--- config.mk ---
export PLATFORM = sky130hd
export DESIGN_NAME = irq_pending_controller
export DESIGN_NICKNAME = d
export VERILOG_FILES = /design/src/rtl/irq_pending_controller.sv
export SDC_FILE = /design/constraint.sdc
export NUM_CORES = 1
export LEC_CHECK = 0
export ABC_AREA = 1
export BUFFER_PORTS_ARGS = -buffer_cell sky130_fd_sc_hd__buf_4
export CAP_MARGIN = 10
export CELL_PAD_IN_SITES_DETAIL_PLACEMENT = 0
export CELL_PAD_IN_SITES_GLOBAL_PLACEMENT = 1
export CORE_AREA = 2 2 47 49
export DETAILED_ROUTE_END_ITERATION = 16
export DIE_AREA = 0 0 49 51
export PLACE_DENSITY_LB_ADDON = 0.08
export REMOVE_ABC_BUFFERS = 1
export SYNTH_ARGS = -nofsm -noshare
export SYNTH_HDL_FRONTEND = slang
export SYNTH_SLANG_ARGS = --single-unit
export TNS_END_PERCENT = 30
--- constraint.sdc ---
create_clock -name clk -period 2.7 [get_ports clk]
set_input_delay 0.135 -clock clk [delete_from_list [all_inputs] [get_ports clk]]
set_output_delay 0.135 -clock clk [all_outputs]
set_load 0.05 [all_outputs]
--- src/rtl/irq_pending_controller.sv ---
// Rising-edge request capture with per-source masking, highest-index selection
// and a valid/ready presentation handshake that retires the accepted source.
module irq_pending_controller #(
   parameter  int N    = 4,
   localparam int ID_W = $clog2(N)
) (
   input  logic            clk,
   input  logic            rst,
   input  logic [N-1:0]    irq_in,
   input  logic [N-1:0]    mask,
   input  logic            irq_ready,
   input  logic            overrun_clr,
   output logic            irq_valid,
   output logic [ID_W-1:0] irq_id,
   output logic            any_pending,
   output logic [N-1:0]    pending,
   output logic [N-1:0]    overrun
);

   typedef enum logic [1:0] {
      ST_IDLE,
      ST_PRESENT,
      ST_GAP
   } state_t;

   state_t          r_state;
   logic [N-1:0]    r_irq_q;
   logic [N-1:0]    r_pending;
   logic [N-1:0]    r_overrun;
   logic            r_valid;
   logic [ID_W-1:0] r_id;
   logic            r_any;

   logic [N-1:0]    w_rise;
   logic [N-1:0]    w_active;
   logic            w_accept;
   logic [ID_W-1:0] w_sel;
   logic [N-1:0]    w_pend_nxt;
   logic [N-1:0]    w_ovr_nxt;

   assign w_rise   = irq_in & ~r_irq_q;
   assign w_active = r_pending & mask;
   assign w_accept = r_valid & irq_ready;

   // Ascending scan so the highest active index is the last one written.
   always_comb begin
      w_sel = '0;
      for (int unsigned i = 0; i < N; i++) begin
         if (w_active[i]) w_sel = ID_W'(i);
      end
   end

   always_comb begin
      w_pend_nxt = r_pending;
      w_ovr_nxt  = r_overrun;
      for (int unsigned i = 0; i < N; i++) begin
         if (w_rise[i]) begin
            w_pend_nxt[i] = 1'b1;
         end else if (w_accept && (r_id == ID_W'(i))) begin
            w_pend_nxt[i] = 1'b0;
         end
         // A rise that lands on the accept cycle of its own source is a fresh event.
         if (w_rise[i] && r_pending[i] && !(w_accept && (r_id == ID_W'(i)))) begin
            w_ovr_nxt[i] = 1'b1;
         end else if (overrun_clr) begin
            w_ovr_nxt[i] = 1'b0;
         end
      end
   end

   always_ff @(posedge clk) begin
      if (rst) begin
         r_state   <= ST_IDLE;
         r_irq_q   <= irq_in;
         r_pending <= '0;
         r_overrun <= '0;
         r_valid   <= 1'b0;
         r_id      <= '0;
         r_any     <= 1'b0;
      end else begin
         r_irq_q   <= irq_in;
         r_pending <= w_pend_nxt;
         r_overrun <= w_ovr_nxt;
         r_any     <= |w_active;
         case (r_state)
            ST_IDLE: begin
               if (|w_active) begin
                  r_id    <= w_sel;
                  r_valid <= 1'b1;
                  r_state <= ST_PRESENT;
               end
            end
            ST_PRESENT: begin
               if (w_accept) begin
                  r_valid <= 1'b0;
                  r_state <= ST_GAP;
               end
            end
            ST_GAP: begin
               r_state <= ST_IDLE;
            end
            default: begin
               r_valid <= 1'b0;
               r_state <= ST_IDLE;
            end
         endcase
      end
   end

   assign irq_valid   = r_valid;
   assign irq_id      = r_id;
   assign any_pending = r_any;
   assign pending     = r_pending;
   assign overrun     = r_overrun;

endmodule
==> metrics.md <==
| Metric | Value |
|---|---|
| Initial antenna violation count | `0` |
| Via count | `608` |
| Synth area leaders | `dfxtp_1 53%, a21oi_1 7.4%, inv_1 6.7%, nand2_1 6.7%, nor2_1 6.1%` |
| Worst Path Required | `roughly 2.6 ns` |
| Clock Path Buffers | `2` |
| Max capacitance violation total | `0` |
| Final min period | `1.09 ns` |
| Startpoint Class | `register` |
| CP max stage cell | `dfxtp_1` |
| Max stage delay on crit path | `0.43 ns` |
| RSZ-0062 raised after global routing | `no` |
| Skew-Pair Late Insertion Delay | `0.29 ns` |
| Mean cell area of the mapped netlist | `about 8 um2` |
| Hold/Removal Path Class | `in -> reg` |
| Crit path capture type | `output pin` |
| Endpoints failing hold | `0` |
| # diodes | `0` |
| Ys Warns | `0` |
| Core area | `0.00206 mm2` |
| Seq/Total Area, Yosys | `0.532` |
| Layout cells sized above 1 | `0.322` |
| Starting density of the core | `0.328` |
| Clk sinks | `18` |
| Largest net degree at the start of global routing | `15` |
| Fillers | `214` |
| Area fraction of the dominant cell type after synthesis | `0.532` |
| Fin Setup TNS | `0 ns` |
| First-pass GRT wire length | `2.18 mm` |
| CTS buffer count | `3` |
| Global route hottest layer | `met2` |
| Crit path kind | `reg -> out` |
| Routability cong. | `0.703` |
| Post-Syn Instances | `85` |
| Final setup viols | `0` |
| Die area | `0.00250 mm2` |
| Vias per cell | `4.25` |
| Fmax | `917 MHz` |
| Die Ht | `51 um` |
| CP cell instances | `buf_4` |
| DRC | `0` |
| DRT iter0 DRCs | `7` |
| Yosys reg bits | `18` |
| Post-synthesis cell area | `~680 um2` |
| Met2 Usage GRT | `0.187` |
| DP Area | `880 um2` |
| Status | `finished clean` |
| Layout Utilization | `0.463` |
| Grt met1 use | `0.146` |
| DR WL/cell | `9.55 um` |
| Final worst slack | `1.61 ns` |
| Top Family by Delay on Critical Path | `flip-flops` |
| Port Buffers | `23` |
| Dpl ws | `1.72 ns` |
| I/O Pins | `24` |
| Clock transition at the registers of the reported paths | `0.10 ns` |
| Period utilization | `0.404` |
| Pwr per Cell Area | `616 mW/mm2` |
| GRT Total Usage | `0.118` |
| Most common cell after layout, fill and taps aside | `buf_4` |
| Detailed Place HPWL | `1.09 mm` |
| CP bufs+invs | `1` |
| Max-slew violation count | `0` |
| Drt first pass iters | `4` |
| Worst slew pin tran | `0.189 ns` |
| Slew HR | `0.873` |
| Hold slack | `0.103 ns` |
| Post-route ant nets | `0` |
| Placement Rows | `17` |
| Gr ovfl total | `0` |
| Vias in the first global route | `500` |
| GR Util met3 | `0.0292` |
| H-tree depth | `1` |
| Dominant cell type by area after synthesis | `dfxtp_1` |
| Die width | `49 um` |
| Nets | `128` |
| Total Wirelength | `1.37 mm` |
| VDD IR-drop max | `0.331 mV` |
| Clock root cell | `clkbuf_4` |
| Worst Clk Skew | `0.00293 ns` |
| Synth unique cells | `15` |
| Critical-path maximum fanout | `5` |
| Most frequent cells in the layout | `23 x buf_4, 18 x dfxtp_1, 12 x inv_1, 12 x nand2_1, 11 x nor2_1` |
| Area growth syn-to-layout | `41.2%` |
| Arrival time at the worst endpoint | `~0.96 ns` |
| CTS tree | `yes` |
| LEAKAGE | `about 0.45 nW` |
| Post-route cell area | `956 um2` |
-- power by group --
group	switching, W	internal, W	total [W]	leakage (nW)
registers	0.0000143	0.000283	0.000297	0.149
logic	0.0000829	0.0000479	0.000131	0.279
clock network	0.0000791	0.0000821	0.000161	0.0210
-- per-stage QoR --
stage | total power, W | std cells
after floorplan | 0.000386 | 84
after global placement | 0.000430 | 135
after detailed placement | 0.000431 | 135
after CTS | 0.000600 | 143
after global routing | 0.000625 | 143
final | 0.000589 | 143
-- logic make-up (layout without fill, tap and decap cells) --
kind of cell	after synthesis	count (layout)	synth area share
simple gates	40	40	0.277
flops	18	18	0.532
compound gates	14	14	0.116
buf+inv	13	43	0.0739
-- final timing paths --
path,depth (start not counted),slack (ns),start,endpoint
setup / recovery,1,1.61,irq_id[1],irq_id[1]
hold / removal,2,0.10,rst,irq_id[1]
setup reg to reg,7,1.70,pending[1],irq_id[0]
hold reg to reg,2,0.47,overrun[0],overrun[0]
-- Yosys cell counts --
master and number:
a21oi_1 10, a21oi_2 1, a31oi_1 1, buf_2 1
dfxtp_1 18, inv_1 12, nand2_1 12, nand2_2 3
nand2_4 1, nand3_1 8, nor2_1 11, nor2_2 4
nor4_1 1, o21ai_0 1, o21ai_2 1
-- sequential cells by signal, indices dropped and copies added, names as in the netlist --
name	count
any_pending	1
irq_id	2
irq_valid	1
overrun	4
pending	4
r_irq_q	4
r_state	2
-- repair_timing --
item / CTS / global route
endpoints found under the setup margin: 0 / 0
hold endpoints to repair: 4 / 0
setup buffers: 0 / 0
gates resized for setup: 0 / 0
hold buffers: 4 / 0
-- layout make-up --
cell class | count | area, um2 | share of cell area
Inverter | 12 | 45.0 | 0.0471
Clock buffer | 4 | 36.3 | 0.0380
Timing Repair Buffer | 27 | 213 | 0.223
Tap cell | 28 | 35.0 | 0.0366
Multi-Input combinational cell | 54 | 267 | 0.279
Sequential cell | 18 | 360 | 0.377
-- layer usage --
layer,up-vias,wire length (um)
li1,329,-
met1,263,601
met2,12,678
met3,4,54
met4,0,31
met5,-,0
Note: power is estimated with default switching activity, not from simulation.
